**config.mk**
```make
export PLATFORM = sky130hd
export DESIGN_NAME = pipe_stage_reg
export DESIGN_NICKNAME = d
export VERILOG_FILES = /design/src/rtl/pipe_pkg.sv /design/src/rtl/pipe_stage_reg_slot.sv /design/src/rtl/pipe_stage_reg.sv
export SDC_FILE = /design/constraint.sdc
export NUM_CORES = 1
export LEC_CHECK = 0
export ABC_AREA = 1
export CAP_MARGIN = 20
export CELL_PAD_IN_SITES_DETAIL_PLACEMENT = 0
export CELL_PAD_IN_SITES_GLOBAL_PLACEMENT = 1
export CORE_ASPECT_RATIO = 0.6
export CORE_MARGIN = 2
export CORE_UTILIZATION = 42
export DETAILED_ROUTE_END_ITERATION = 6
export DONT_BUFFER_PORTS = 1
export PLACE_DENSITY = 0.84
export SYNTH_ARGS = -nofsm -noshare
export SYNTH_HDL_FRONTEND = slang
export SYNTH_SLANG_ARGS = --single-unit
```
**constraint.sdc**
```tcl
create_clock -name Clk -period 1.5 [get_ports Clk]
set_input_delay 0.375 -clock Clk [delete_from_list [all_inputs] [get_ports Clk]]
set_output_delay 0.375 -clock Clk [all_outputs]
set_load 0.05 [all_outputs]
```
**src/rtl/pipe_pkg.sv**
```systemverilog
`default_nettype none
// ============================================================================
//  Module      : pipe_pkg
//  Description : Shared datapath constants for the five-stage CPU pipeline:
//                field widths, per-boundary payload widths, field offsets and
//                the E->M bundle layout.
//  Revision    : 1.0  initial release
// ============================================================================
package pipe_pkg;

  // Field widths
  localparam int INSTR_W = 32;
  localparam int A3_W    = 5;
  localparam int PC_W    = 32;
  localparam int DATA_W  = 32;

  // Per-boundary payload widths
  localparam int FD_W = PC_W + A3_W;                        // 37
  localparam int DE_W = INSTR_W + A3_W + PC_W + 2*DATA_W;   // 133
  localparam int EM_W = INSTR_W + A3_W + PC_W + 2*DATA_W;   // 133
  localparam int MW_W = A3_W + PC_W + 2*DATA_W;             // 101

  // F->D field offsets (LSB positions)
  localparam int FD_A3_LSB = 0;
  localparam int FD_PC_LSB = FD_A3_LSB + A3_W;

  // E->M field offsets (LSB positions), RD2 in the low bits, Instr on top
  localparam int EM_RD2_LSB   = 0;
  localparam int EM_ALU_LSB   = EM_RD2_LSB + DATA_W;
  localparam int EM_PC_LSB    = EM_ALU_LSB + DATA_W;
  localparam int EM_A3_LSB    = EM_PC_LSB + PC_W;
  localparam int EM_INSTR_LSB = EM_A3_LSB + A3_W;

  // An all-zero instruction word decodes as a nop, so a zeroed payload is a bubble
  localparam logic [INSTR_W-1:0] NOP_INSTR = 32'h0;

  // E->M bundle in the same bit order as the offsets above
  typedef struct packed {
    logic [INSTR_W-1:0] instr;
    logic [A3_W-1:0]    a3;
    logic [PC_W-1:0]    pc;
    logic [DATA_W-1:0]  alu_out;
    logic [DATA_W-1:0]  rd2;
  } em_bundle_t;

  // Pack E->M fields into a flat payload
  function automatic logic [EM_W-1:0] em_pack(
    input logic [INSTR_W-1:0] instr,
    input logic [A3_W-1:0]    a3,
    input logic [PC_W-1:0]    pc,
    input logic [DATA_W-1:0]  alu_out,
    input logic [DATA_W-1:0]  rd2
  );
    em_bundle_t b;
    b.instr   = instr;
    b.a3      = a3;
    b.pc      = pc;
    b.alu_out = alu_out;
    b.rd2     = rd2;
    return b;
  endfunction

endpackage
`default_nettype wire

```
**src/rtl/pipe_stage_reg_slot.sv**
```systemverilog
`default_nettype none
// ============================================================================
//  Module      : stage_slot
//  Description : One pipeline entry: valid bit plus payload register with
//                load, clear-to-zero and asynchronous active-low reset.
//                Clear wins over load.
//  Revision    : 1.0  initial release
// ============================================================================
module stage_slot #(
  parameter int WIDTH = 133
) (
  input  logic             Clk,
  input  logic             Reset_n,
  input  logic             load,
  input  logic             clear,
  input  logic [WIDTH-1:0] d,
  output logic             valid,
  output logic [WIDTH-1:0] q
);

  logic             r_valid;
  logic [WIDTH-1:0] r_data;

  // Hold one entry; an empty entry always carries an all-zero payload (bubble)
  always_ff @(posedge Clk or negedge Reset_n) begin
    if (!Reset_n) begin
      r_valid <= 1'b0;
      r_data  <= '0;
    end else if (clear) begin
      r_valid <= 1'b0;
      r_data  <= '0;
    end else if (load) begin
      r_valid <= 1'b1;
      r_data  <= d;
    end
  end

  assign valid = r_valid;
  assign q     = r_data;

endmodule
`default_nettype wire

```
**src/rtl/pipe_stage_reg.sv**
```systemverilog
`default_nettype none
// ============================================================================
//  Module      : pipe_stage_reg
//  Description : Elastic inter-stage pipeline register with valid/ready
//                handshake, optional skid entry (registered in_ready) and a
//                synchronous flush that leaves a zero bubble behind.
//  Revision    : 1.0  initial release
// ============================================================================
module pipe_stage_reg
  import pipe_pkg::*;
#(
  parameter int WIDTH = EM_W,
  parameter bit SKID  = 1'b1
) (
  input  logic             Clk,
  input  logic             Reset_n,
  input  logic             in_valid,
  output logic             in_ready,
  input  logic [WIDTH-1:0] in_data,
  output logic             out_valid,
  input  logic             out_ready,
  output logic [WIDTH-1:0] out_data,
  input  logic             flush,
  output logic [1:0]       count
);

  logic             w_accept;
  logic             w_consume;
  logic             w_main_valid;
  logic [WIDTH-1:0] w_main_data;
  logic             w_main_load;
  logic             w_main_clear;
  logic [WIDTH-1:0] w_main_d;
  logic             w_skid_valid;

  assign w_accept  = in_valid && in_ready;
  assign w_consume = w_main_valid && out_ready;

  assign out_valid = w_main_valid;
  assign out_data  = w_main_data;
  assign count     = {1'b0, w_main_valid} + {1'b0, w_skid_valid};

  stage_slot #(.WIDTH(WIDTH)) u_main (
    .Clk     (Clk),
    .Reset_n (Reset_n),
    .load    (w_main_load),
    .clear   (w_main_clear),
    .d       (w_main_d),
    .valid   (w_main_valid),
    .q       (w_main_data)
  );

  generate
    if (SKID) begin : g_skid
      logic             w_skid_load;
      logic             w_skid_clear;
      logic [WIDTH-1:0] w_skid_data;
      logic             w_skid_next;
      logic             r_in_ready;

      // Main takes new data when it is free (or freed this cycle); otherwise
      // the skid entry refills main as soon as main is consumed.
      assign w_main_load  = !flush &&
                            ((w_accept && (!w_main_valid || w_consume)) ||
                             (w_consume && w_skid_valid));
      assign w_main_d     = (w_consume && w_skid_valid) ? w_skid_data : in_data;
      assign w_main_clear = flush || (w_consume && !w_main_load);

      // Skid catches the one payload accepted while main is stalled
      assign w_skid_load  = !flush && w_accept && w_main_valid && !w_consume;
      assign w_skid_clear = flush || (w_consume && w_skid_valid);
      assign w_skid_next  = (w_skid_valid && !w_consume) || w_skid_load;

      stage_slot #(.WIDTH(WIDTH)) u_skid (
        .Clk     (Clk),
        .Reset_n (Reset_n),
        .load    (w_skid_load),
        .clear   (w_skid_clear),
        .d       (in_data),
        .valid   (w_skid_valid),
        .q       (w_skid_data)
      );

      // in_ready is registered as the complement of the next skid occupancy
      always_ff @(posedge Clk or negedge Reset_n) begin
        if (!Reset_n) begin
          r_in_ready <= 1'b1;
        end else if (flush) begin
          r_in_ready <= 1'b1;
        end else begin
          r_in_ready <= !w_skid_next;
        end
      end

      assign in_ready = r_in_ready;
    end else begin : g_noskid
      // Single entry: ready whenever the held payload leaves this cycle
      assign in_ready     = out_ready || !w_main_valid;
      assign w_main_load  = !flush && w_accept;
      assign w_main_d     = in_data;
      assign w_main_clear = flush || (w_consume && !w_main_load);
      assign w_skid_valid = 1'b0;
    end
  endgenerate

endmodule
`default_nettype wire

```
* Word-level counts from Yosys, hierarchy flattened
Index checks and enable logic that the tools add are counted.
W data, S select, Z words.
** Word-level totals
- Output and inout port bits :: 137
- Input port bits :: 138
- Logic and storage cells :: 38
- Bits in registers :: 269
** Cells by class
- Add/sub/neg operators :: 1
- Mux-type cells :: 10
- Reduce and logical (&&, ||, !) cells :: 22
** Operator list (number)
- $mux W133 :: 5
- $logic_and A1 B1 Y1 :: 10
- $logic_not A1 Y1 :: 5
- $logic_or A1 B1 Y1 :: 5
- $mux W1 :: 5
- $reduce_bool A2 Y1 :: 2
- $add A1 B1 Y2 :: 1

* Longest topological paths before layout
- Depth after elaboration :: 9
- Gate-level depth with buffers :: 9
- Gate-level depth less buffers :: 7

* Cells and area by module
A second synthesis with hierarchy kept.
** Unflattened totals
- Cells, all modules :: 1609
- Area, all modules :: 12336.8 µm²
** Modules (own cells, without submodules)
- stage_slot :: instances 2, cells an instance 580, area an instance 5281.3 µm², seq. area each 3353.2 µm²
- pipe_stage_reg :: instances 1, cells an instance 449, area an instance 1774.2 µm², seq. area each 26.3 µm²

* Worst setup path after synthesis
OpenSTA, ideal clock, no wires.
- Path type :: register -> register
- Start point :: register u_main.r_valid, in the netlist u_main.valid
- End point :: register u_main.r_data[10], in the netlist u_main.q[10]
- Stages on the path, launching flop included :: 8
- Clock period less this slack :: 1702 ps
- Arrival time :: 1583 ps
- Setup slack :: -202 ps
- Setup time :: 118 ps
- Buffers on the path :: 2
- Required time :: 1382 ps
- Path through :: dfrtp_1 > nand3_2 > buf_2 > clkbuf_1 > nand2_1 > o21ai_0 > nand3_1 > nand2_1
** On the way
- Word-level cells in the longest chain between the ends :: 9
- Elaborated cells on any way between the ends :: 14
- Classes of those cells :: 3 x mux; 11 x reduce/logical
** RTL lines
- start, declared :: RTL line pipe_stage_reg_slot.sv:21 : logic r_valid;
- start signal, assigned :: RTL line pipe_stage_reg_slot.sv:27 : r_valid <= 1'b0;
- start signal, assigned :: RTL line pipe_stage_reg_slot.sv:30 : r_valid <= 1'b0;
- start signal, assigned :: RTL line pipe_stage_reg_slot.sv:33 : r_valid <= 1'b1;
- $logic_not A1 Y1 or $logic_and A1 B1 Y1 (tied branches) :: RTL line pipe_stage_reg.sv:64, pipe_stage_reg.sv:37
- $logic_or A1 B1 Y1 :: RTL line pipe_stage_reg.sv:64 : ((w_accept && (!w_main_valid || w_consume)) ||
- $logic_and A1 B1 Y1 :: RTL line pipe_stage_reg.sv:64
- $logic_or A1 B1 Y1 :: RTL line pipe_stage_reg.sv:64
- $logic_and A1 B1 Y1 :: RTL line pipe_stage_reg.sv:63 : assign w_main_load = !flush &&
- $logic_not A1 Y1 :: RTL line pipe_stage_reg.sv:67 : assign w_main_clear = flush || (w_consume && !w_main_load);
- $logic_and A1 B1 Y1 :: RTL line pipe_stage_reg.sv:67
- $logic_or A1 B1 Y1 :: RTL line pipe_stage_reg.sv:67
- $mux W133 or $reduce_bool A2 Y1 (tied branches)
- end signal, assigned :: RTL line pipe_stage_reg_slot.sv:28 : r_data <= '0;
- end signal, assigned :: RTL line pipe_stage_reg_slot.sv:31 : r_data <= '0;
- end signal, assigned :: RTL line pipe_stage_reg_slot.sv:34 : r_data <= d;
- end, declared :: RTL line pipe_stage_reg_slot.sv:22 : logic [WIDTH-1:0] r_data;
Several ways; a longest one is shown, not always the timed one. The select of a mux whose other input is x is not followed.
A chain may end at the register's enable or synchronous reset.

* Worst setup path in the final report
- Start point :: register u_main.r_valid, in the netlist u_main.valid
- End point :: output count[0]
** On the way
- Word-level cells in the longest chain between the ends :: 1
** RTL lines
- $add A1 B1 Y2 :: RTL line pipe_stage_reg.sv:41 : assign count = {1'b0, w_main_valid} + {1'b0, w_skid_valid};
- end, declared :: RTL line pipe_stage_reg.sv:24 : output logic [1:0] count
Every way passes these cells.

==> impl_metrics.yaml <==
die:
  start_util_pct: 42.6
  design.core.area_um2: 29900
  io_pins: 275
  dieArea_um2: 31700
  num_rows: 49
  die_x_um: 229
  dieHeight_um: 139
cts:
  path_clk_slew_ps: 70
  clock_path_buffers: 3
  clk_latency_ps: 570
  cts_tree: "built"
  cts_buffers: 27
  cts-root-buf: "clkbuf_16"
  cts.sinks: 269
  cts.htree.levels: 1
  cts_hold_buf: 133
layout:
  antenna_cells: 0
  layout_commonest_cell: "nand2_1"
  stdcell_count: 2182
  final_nets: 1896
  final_cell_mix: "nand2_1 (577), nand3_1 (199), nand4_1 (157)"
  drive_gt1_share_pct: 21.1
  num-fill-cells: 2521
  utilization_pct: 59.7
  area_growth_pct: 40.1
flow_run:
  maxCapViolations: 0
pwr:
  intPower_mw: 12.3
  seqPwrFrac_pct: 49.3
  p_per_area_nw_per_um2: 989
  combPwrFrac_pct: 13.0
  clock_power_share_pct: 37.6
  switching_share_pct: 30.2
  power_switching_mw: 5.33
  total_leakage_power_nw: 8.47
  max-vdd-ir-drop_mv: 0.777
synth:
  synth_top_cell_area_share_pct: 52.7
  synth_top_area_cell: "dfrtp_1"
  ys_ff_latch: 269
  synth_area_per_cell_um2: 7.97
  yosysSeqAreaShare_pct: 53.0
  mappedNetlistNets: 1735
  synth_cells: 1596
  synth_cell_type_count: 18
  yosys-top-cells-area: "dfrtp_1 (53%), nand2_1 (17%), nand3_1 (7.9%), nand4_1 (7.7%), o21ai_0 (4.4%)"
  syn_area_um2: 12700
  synth_warnings: 0
global_route:
  antenna_found_initial: 0
  grt_overflow: 0
  grt_max_degree: 270
  grt_first_pass_wirelength_um: 72900
  grt_pass1_vias: 12300
  grtUsageTotal_pct: 28.8
drt:
  vias: 12700
  post_drt_wl_per_cell_um: 21.9
  wl_um: 47700
  antenna_left: 0
  drt-pass1-iter-count: 7
  drtIter0Drc: 1245
  drcViolationCount: 0
  routed_via_density: 5.82
worst_hold_path:
  hold_path_class: "input port to async pin"
timing:
  rsz0062_at_grt: "true"
  hold_violations: 269
  relSlewSlack_pct: 67.8
  clock_skew_ps: 27.6
  setup_tns_ps: -63040
  setup_ws_ps: -446
  setup_violations: 277
  min_period_over_period_pct: 130
  fmax_mhz: 514
  worst_pin_slew_ps: 483
  hold_slack_ps: -494
  period_minus_slack_ps: 1950
  slew_viol_final: 0
place:
  gp_congestion: 0.783
  hpwl_um: 23300
  numPortBuffers: 0
  placed_cells: 1919
  pre_cts_ws_ps: -181
worst_setup_path:
  crit_type: "flip-flop to output pin"
  cp_max_fo: 2
  arrival_ps: 1570
  rr_endpoint: "u_main.q[6]"
  start_kind: "flip-flop"
  cp.required_ps: 1120
  cp-end-kind: "output pin"
  reg2reg_depth: 11
  regToRegStartpoint: "u_main.valid"
  rrSetupSlack_ps: -350
outcome:
  outcome: "finished with violations"
  violations: "hold timing, setup timing"
-- synth_stat cells --
library cell and n:
clkbuf_1 70, dfrtp_1 268, dfstp_2 1, nand2_2 1, a21oi_1 26, o21ai_0 112, nand3_1 201, inv_1 48
buf_4 6, nand2_1 583, ha_1 1, nand2_4 2, inv_2 5, nand4_1 157, o21ai_1 41, buf_1 11
buf_2 62, nand3_2 1
-- stage by stage --
step                      hold WS (ps)  instance area, um2  power [mW]
after global routing              -509               17800        18.2
final                             -494               17800        17.6
after global placement            85.2               13500        10.2
after detailed placement          86.1               13500        10.2
after floorplan                   79.4               12800        9.73
after CTS                         -509               17100        17.5
-- kinds of logic after synthesis --
logic type / share of synthesized area (%)
buffers and inverters: 6.75
DFF: 53.0
and+or+nand+nor: 33.2
AOI/OAI and AO/OA: 7.05
adders and majority gates: 0.0984
-- worst max path at each step --
stage	slack, ps	cells past startpoint	from	to
6_report	-450	3	u_main.valid	count[0]
4_1_cts	-460	3	u_main.valid	count[0]
3_5_place_dp	-180	5	u_main.valid	u_main.q[68]
2_1_floorplan	-20	8	in_ready	u_main.q[53]
3_3_place_gp	-160	5	u_main.valid	u_main.q[53]
5_1_grt	-460	3	u_main.valid	count[0]
-- per-layer routing --
layer  up-vias  GRT usage (%)  wire length (um)
li1       5703              -                 -
met1      6210           41.6             21000
met2       685           42.8             20600
met3        98           7.07              4720
met4         0           8.53              1400
met5         -              0                 0
-- final cells by class --
type / count / area, um2 / area share, %
clock buffer: 38 / 757 / 4.25
clock inverter: 8 / 68.8 / 0.386
inverter: 53 / 219 / 1.23
multi-input combinational: 1126 / 5380 / 30.2
sequential: 269 / 6900 / 38.7
tap: 408 / 510 / 2.87
timing repair buffer: 280 / 3980 / 22.3
-- power groups by stage --
stage / Sequential, mW / Combinational [mW] / Clock [mW]
final: 8.70 / 2.29 / 6.63
after global routing: 8.73 / 2.45 / 6.98
after CTS: 8.69 / 2.09 / 6.72
after detailed placement: 8.77 / 1.46 / 0
after global placement: 8.77 / 1.43 / 0
after floorplan: 8.72 / 1.01 / 0
-- sequential cells by signal (all words and copies together) (netlist names) --
name and cells:
g_skid.u_skid.q 133, g_skid.u_skid.valid 1, in_ready 1, u_main.q 133, u_main.valid 1
-- worst max-delay path, cell delays in order (launching register included) --
cell and delay [ps]:
dfrtp_4 480, buf_6 130, ha_4 260, buf_12 130
-- what timing repair did --
| action | CTS | global route |
|---|---|---|
| cloned | 29 | 17 |
| resized for setup | 265 | 86 |
| buffers inserted | 27 | 14 |
| pin swaps | 4 | 9 |
| hold endpoints to repair | 402 | 269 |
| endpoints found under the setup margin | 376 | 285 |
(Power assumes the default switching activity.)
